$ cat src/rtl/bp_types.sv
// Shared types for the branch-prediction resolution path: queue entry layout,
// resolver state encoding and the RV32I opcode set seen in EX.
package bp_types;

    localparam int BP_HIST_W = 7;

    typedef enum logic [6:0] {
        op_lui   = 7'b0110111,
        op_auipc = 7'b0010111,
        op_jal   = 7'b1101111,
        op_jalr  = 7'b1100111,
        op_br    = 7'b1100011,
        op_load  = 7'b0000011,
        op_store = 7'b0100011,
        op_imm   = 7'b0010011,
        op_reg   = 7'b0110011,
        op_csr   = 7'b1110011
    } rv32i_opcode;

    typedef struct packed {
        logic [31:0]          pc;
        logic [31:0]          pred_next;
        logic [BP_HIST_W-1:0] hist;
    } pred_entry_t;

    typedef enum logic {
        RUN     = 1'b0,
        RECOVER = 1'b1
    } br_state_t;

endpackage

$ cat src/rtl/pred_queue.sv
// In-order prediction queue: circular buffer with wrap-bit pointers, registered
// full flag, and a truncate port that moves both pointers to a given position.
module pred_queue
    import bp_types::*;
#(
    parameter int s_depth = 3
) (
    input  logic               clk,
    input  logic               rst,
    input  logic               push_en,
    input  pred_entry_t        push_data,
    input  logic               pop_en,
    input  logic               trunc_en,
    input  logic [s_depth:0]   trunc_ptr,
    output pred_entry_t        head,
    output logic [s_depth:0]   rd_ptr,
    output logic               full,
    output logic               empty
);
    localparam int DEPTH = 1 << s_depth;

    pred_entry_t        mem_q [DEPTH];
    logic [s_depth:0]   rd_ptr_q, rd_ptr_d;
    logic [s_depth:0]   wr_ptr_q, wr_ptr_d;
    logic               full_q, full_d;
    logic               do_push, do_pop;

    assign empty = (rd_ptr_q == wr_ptr_q);

    // NOTE: every signal assigned here gets a default first, so no latch is inferred.
    always_comb begin
        do_pop   = pop_en && !empty;
        // A pop in the same cycle frees the slot, so a push is legal even when full.
        do_push  = push_en && !trunc_en && (!full_q || do_pop);
        rd_ptr_d = rd_ptr_q + {{s_depth{1'b0}}, do_pop};
        wr_ptr_d = wr_ptr_q + {{s_depth{1'b0}}, do_push};
        if (trunc_en) begin
            rd_ptr_d = trunc_ptr;
            wr_ptr_d = trunc_ptr;
        end
        full_d = ((rd_ptr_d ^ wr_ptr_d) == {1'b1, {s_depth{1'b0}}});
    end

    // NOTE: sequential state uses non-blocking assignments only.
    always_ff @(posedge clk or posedge rst) begin
        if (rst) begin
            rd_ptr_q <= '0;
            wr_ptr_q <= '0;
            full_q   <= 1'b0;
        end else begin
            rd_ptr_q <= rd_ptr_d;
            wr_ptr_q <= wr_ptr_d;
            full_q   <= full_d;
        end
    end

    // NOTE: storage is not reset; the pointers alone decide which slots are valid.
    always_ff @(posedge clk) begin
        if (do_push) begin
            mem_q[wr_ptr_q[s_depth-1:0]] <= push_data;
        end
    end

    assign head   = mem_q[rd_ptr_q[s_depth-1:0]];
    assign rd_ptr = rd_ptr_q;
    assign full   = full_q;

endmodule

$ cat src/rtl/branch_resolver.sv
// Pops the prediction queue on EX resolution, flags mispredicts, drives the BTB
// update port and the redirect/flush. Define BP_PERF_CNT_EN for perf counters.
module branch_resolver
    import bp_types::*;
#(
    parameter int s_depth   = 3,
    parameter int s_history = BP_HIST_W
) (
    input  logic                 clk,
    input  logic                 rst,
    input  logic                 predict_en,
    input  logic [31:0]          curr_pc,
    input  logic [31:0]          predicted_next_pc,
    input  logic [s_history-1:0] g_history,
    input  logic                 ex_valid,
    input  logic [31:0]          ex_pc,
    input  logic [31:0]          ex_next_pc,
    input  rv32i_opcode          EX_opcode,
    output logic [31:0]          resolved_pc,
    output logic                 predictionFailed,
    output logic [31:0]          expected_next_pc,
    output logic [s_history-1:0] resolved_g_history,
    output logic [6:0]           resolved_opcode,
    output logic                 flush,
    output logic [31:0]          redirect_pc,
    output logic                 queue_full,
    output logic                 queue_err
`ifdef BP_PERF_CNT_EN
    ,
    output logic [31:0]          perf_resolved,
    output logic [31:0]          perf_mispredict
`endif
);
    pred_entry_t          push_entry, q_head;
    logic [s_depth:0]     q_rd_ptr, trunc_ptr;
    logic                 q_full, q_empty;
    logic                 run, pop, pop_ok, empty_pop, fail, push;

    br_state_t            state_q, state_d;
    logic                 pred_failed_q, pred_failed_d;
    logic                 flush_q, flush_d;
    logic                 queue_err_q, queue_err_d;
    logic [31:0]          resolved_pc_q, resolved_pc_d;
    logic [31:0]          expected_next_pc_q, expected_next_pc_d;
    logic [s_history-1:0] resolved_hist_q, resolved_hist_d;
    logic [6:0]           resolved_opcode_q, resolved_opcode_d;

    always_comb begin
        push_entry.pc        = curr_pc;
        push_entry.pred_next = predicted_next_pc;
        push_entry.hist      = BP_HIST_W'(g_history);

        run       = (state_q == RUN);
        pop       = ex_valid && run;
        empty_pop = pop && q_empty;
        pop_ok    = pop && !q_empty;
        // A tag mismatch is as much a failure as a wrong target.
        fail      = empty_pop
                 || (pop_ok && ((ex_next_pc != q_head.pred_next) || (ex_pc != q_head.pc)));
        push      = predict_en && run && !fail;
        trunc_ptr = q_rd_ptr + {{s_depth{1'b0}}, pop_ok};

        state_d            = fail ? RECOVER : RUN;
        pred_failed_d      = fail;
        flush_d            = fail;
        queue_err_d        = queue_err_q || empty_pop;
        resolved_pc_d      = resolved_pc_q;
        expected_next_pc_d = expected_next_pc_q;
        resolved_hist_d    = resolved_hist_q;
        resolved_opcode_d  = resolved_opcode_q;
        if (pop) begin
            resolved_pc_d      = ex_pc;
            expected_next_pc_d = ex_next_pc;
            resolved_hist_d    = q_empty ? '0 : s_history'(q_head.hist);
            resolved_opcode_d  = EX_opcode;
        end
    end

    always_ff @(posedge clk or posedge rst) begin
        if (rst) begin
            state_q            <= RUN;
            pred_failed_q      <= 1'b0;
            flush_q            <= 1'b0;
            queue_err_q        <= 1'b0;
            resolved_pc_q      <= '0;
            expected_next_pc_q <= '0;
            resolved_hist_q    <= '0;
            resolved_opcode_q  <= '0;
        end else begin
            state_q            <= state_d;
            pred_failed_q      <= pred_failed_d;
            flush_q            <= flush_d;
            queue_err_q        <= queue_err_d;
            resolved_pc_q      <= resolved_pc_d;
            expected_next_pc_q <= expected_next_pc_d;
            resolved_hist_q    <= resolved_hist_d;
            resolved_opcode_q  <= resolved_opcode_d;
        end
    end

    pred_queue #(.s_depth(s_depth)) u_queue (
        .clk       (clk),
        .rst       (rst),
        .push_en   (push),
        .push_data (push_entry),
        .pop_en    (pop),
        .trunc_en  (fail),
        .trunc_ptr (trunc_ptr),
        .head      (q_head),
        .rd_ptr    (q_rd_ptr),
        .full      (q_full),
        .empty     (q_empty)
    );

    assign resolved_pc        = resolved_pc_q;
    assign predictionFailed   = pred_failed_q;
    assign expected_next_pc   = expected_next_pc_q;
    assign redirect_pc        = expected_next_pc_q;
    assign resolved_g_history = resolved_hist_q;
    assign resolved_opcode    = resolved_opcode_q;
    assign flush              = flush_q;
    assign queue_full         = q_full;
    assign queue_err          = queue_err_q;

`ifdef BP_PERF_CNT_EN
    logic [31:0] perf_resolved_q, perf_resolved_d;
    logic [31:0] perf_mispredict_q, perf_mispredict_d;

    always_comb begin
        perf_resolved_d   = perf_resolved_q;
        perf_mispredict_d = perf_mispredict_q;
        if (pop && (perf_resolved_q != '1)) perf_resolved_d = perf_resolved_q + 32'd1;
        if (fail && (perf_mispredict_q != '1)) perf_mispredict_d = perf_mispredict_q + 32'd1;
    end

    always_ff @(posedge clk or posedge rst) begin
        if (rst) begin
            perf_resolved_q   <= '0;
            perf_mispredict_q <= '0;
        end else begin
            perf_resolved_q   <= perf_resolved_d;
            perf_mispredict_q <= perf_mispredict_d;
        end
    end

    assign perf_resolved   = perf_resolved_q;
    assign perf_mispredict = perf_mispredict_q;
`endif

endmodule

$ cat config.mk
export PLATFORM = sky130hd
export DESIGN_NAME = branch_resolver
export DESIGN_NICKNAME = d
export VERILOG_FILES = /design/src/rtl/bp_types.sv /design/src/rtl/pred_queue.sv /design/src/rtl/branch_resolver.sv
export SDC_FILE = /design/constraint.sdc
export NUM_CORES = 1
export LEC_CHECK = 0
export CELL_PAD_IN_SITES_DETAIL_PLACEMENT = 0
export CELL_PAD_IN_SITES_GLOBAL_PLACEMENT = 1
export CORE_MARGIN = 8
export CORE_UTILIZATION = 46
export CTS_BUF_LIST = sky130_fd_sc_hd__clkbuf_8
export DETAILED_ROUTE_END_ITERATION = 8
export PLACE_DENSITY = 0.86
export SYNTH_ARGS = -nofsm -noshare
export SYNTH_HDL_FRONTEND = slang
export SYNTH_SLANG_ARGS = --single-unit
$ cat constraint.sdc
create_clock -name clk -period 10.46 [get_ports clk]
set_input_delay 1.046 -clock clk [delete_from_list [all_inputs] [get_ports clk]]
set_output_delay 1.046 -clock clk [all_outputs]
set_load 0.005 [all_outputs]
==> results.yml <==
sta:
  report.final.hold_viol_count: 0
  worst_slew_pin_slew_ps: 1240
  max_freq_mhz: 154
  fin_tns_setup_ps: 0
  finalCritPeriodShare_pct: 62.1
  fin_crit_ps: 6490
  relSlewSlack_pct: 16.8
  maxSlewViolCount: 0
  fin_skew_ps: 30.9
  fin_ws_ps: 3970
  rsz0062_at_grt: "false"
  setup_viol: 0
final_layout:
  multi_input_area_um2: 6010
  seq_area_um2: 19300
  fill_cells: 4245
  post_route_cells_drive_above_1_share_pct: 18.6
  fin_cells: 2512
  area_growth_pct: 20.6
  nets: 1812
worst_setup_path:
  startpoint_type: "flop"
  worst_setup_path_end_kind: "flop"
  r2r_start: "u_queue.rd_ptr[1]"
  required_ps: 10750
  critPathKind: "flop to flop"
  r2r-end: "u_queue.mem_q[3][53]"
  ff2ff_path_depth: 11
  crit_fanout: 51
  reg2reg_slack_ps: 3970
  cp.arrival_ps: 6780
global_routing:
  grt-ovfl-total: 0
  grt_use_met2_pct: 29.5
  use_met1_pct: 25.0
  grt_pass1_wl_mm: 89.4
  antenna_found_initial: 9
  grt_start_max_net_pins: 98
  grt_pass1_vias: 14105
  gr-max-usage-layer: "met2"
  use_met3_pct: 4.99
  grt.total_usage_pct: 18.7
power:
  intPower_uw: 5230
  p_sw_uw: 2150
  swShare_pct: 29.2
  power_frac_seq_pct: 44.8
  pwr-share-clk_pct: 28.8
  p_per_area_nw_per_um2: 237
  power.share.combinational_pct: 26.4
  leakage_uw: 0.0110
  peakVddDrop_uv: 198
worst_hold_path:
  hold_depth: 2
  min_from: "resolved_opcode[5]"
  holdCritPathClass: "flop to flop"
  hold_path_end: "resolved_opcode[5]"
placed_design:
  place_inst: 2312
  post-dp-hpwl_mm: 37.6
  post-place-ws_ps: 3880
  portBuffers: 259
  place.gp.congestion: 0.785
routing:
  drt-pass1-iter-count: 5
  drt_wl_total_mm: 60.5
  vias: 13416
  drt_drc_violations_left: 0
  viasPerCell: 5.34
  ant_nets: 0
  dr.first_iter.drc_count: 873
  wire_per_inst_um: 24.1
floorplanning:
  die_h_um: 253
  die_area_um2: 64000
  rows: 87
  start_util_pct: 46.1
  ios: 260
  core_area_um2: 56000
  die_w_um: 253
synthesis:
  synth-warning-count: 0
  syn_area_um2: 25800
  ys_seq_area_share_pct: 74.7
  ys_types: 35
  ys_ff_latch: 657
  synth_edf_count: 568
  syn_inst: 1366
  avgSynthCellArea_um2: 18.9
  syn_nets: 1516
  ys.flop_type: "edfxtp_1"
  synth-async-reset-ratio_pct: 13.5
clock_tree:
  h-tree-depth: 3
  cts_tree: "done"
  ctsResizeCount: 0
  cts-buffers-inserted: 104
  clockBufferDepth: 3
  ctsHoldBuffers: 0
  clk_latency_ps: 680
  root_buffer: "clkbuf_8"
  cts_sinks: 657
  postCtsSetupRepairBufs: 0
  path_clk_slew_ps: 60
run:
  cap_violations: 0
status:
  status: "completed"
==> cells in the final DEF, fill, tap and decap left out, drive strengths merged, types with 8 or more instances in the layout <==
master and count:
nor2 9, mux4 132, buf 26, edfxtp 568, xor2 29, clkbuf 114
nand4 8, nand2 235, clkinv 32, clkdlybuf4s50 259, nor4 12, nand2b 8
a22oi 9, xnor2 44, mux2i 84, dfrtp 89, inv 43
==> critical path, stage by stage (launching register included) <==
cell and delay (ps):
dfrtp_4 1020, buf_4 710, mux4_2 590, mux2i_1 190, xnor2_1 80, nor4_1 640
buf_4 240, nand4_1 110, nor4_2 330, a31oi_2 500, nor4_4 950, buf_4 670
==> cell type report <==
| cell class | count | share of cell area (%) |
|---|---|---|
| Antenna cell | 7 | 0.0562 |
| Timing Repair Buffer | 285 | 8.99 |
| Clock inverter | 79 | 1.58 |
| Multi-Input combinational cell | 610 | 19.3 |
| Sequential cell | 657 | 62.0 |
| Tap cell | 756 | 3.04 |
| Clock buffer | 114 | 5.04 |
| Inverter | 4 | 0.0562 |
==> power by group through the flow <==
stage / Sequential (µW) / Clock, µW / Combinational [µW]
final: 3310 / 2130 / 1950
after global routing: 3330 / 2300 / 2100
after CTS: 3310 / 2180 / 1990
after detailed placement: 3360 / 0 / 1970
after global placement: 3340 / 0 / 1950
after floorplan: 3230 / 0 / 1500
==> stage by stage <==
step / area [µm²] / utilization (%) / hold slack [ps] / power (µW)
final: 31100 / 55.7 / 475 / 7380
after global routing: 31100 / 55.7 / 499 / 7740
after CTS: 31100 / 55.6 / 478 / 7470
after detailed placement: 29100 / 51.9 / 463 / 5330
after global placement: 29100 / 51.9 / 457 / 5290
after floorplan: 25800 / - / 451 / 4730
==> layer usage <==
layer / vias up / part of all wire [%]
met5: - / 0.026
met4: 2 / 2.5
met3: 84 / 8.3
met2: 565 / 48
met1: 6904 / 41
li1: 5861 / -
==> state kept, by name (all words and copies together) (netlist names) <==
signal / flops
u_queue.full: 1
queue_err: 1
expected_next_pc: 32
resolved_opcode: 7
resolved_pc: 32
flush: 1
u_queue.mem_q: 568
u_queue.wr_ptr_q: 4
resolved_g_history: 7
u_queue.rd_ptr: 4
==> cells in the mapped netlist, types with 9 or more instances <==
cell type / count / area share, %
a22oi_1: 9 / 0.26
buf_2: 20 / 0.39
buf_4: 42 / 1.2
clkbuf_1: 19 / 0.28
dfrtp_1: 89 / 8.6
edfxtp_1: 568 / 66
mux2i_1: 84 / 3.3
mux4_2: 132 / 12
nand2_1: 235 / 3.4
nor2_1: 9 / 0.13
xnor2_1: 44 / 1.5
xor2_1: 29 / 0.98
==> worst max path at each step <==
stage,from,endpoint,slack (ps)
6_report,u_queue.rd_ptr[1],u_queue.mem_q[3][53],3970
5_1_grt,u_queue.rd_ptr[1],u_queue.mem_q[3][53],3540
4_1_cts,u_queue.rd_ptr[1],u_queue.mem_q[3][27],3850
3_5_place_dp,u_queue.rd_ptr[1],u_queue.mem_q[3][47],3880
3_3_place_gp,u_queue.rd_ptr[1],u_queue.mem_q[3][47],3940
2_1_floorplan,u_queue.rd_ptr[0],u_queue.mem_q[5][0],-60
==> cell families after synthesis <==
family,count (synthesis),synth area share [%]
flops,657,74.7
simple gates,293,4.86
mux,218,14.9
buf+inv,99,2.32
xor+xnor,73,2.48
compound gates,22,0.591
fa+ha+maj,4,0.194
Note: power is estimated with default switching activity, not from simulation.
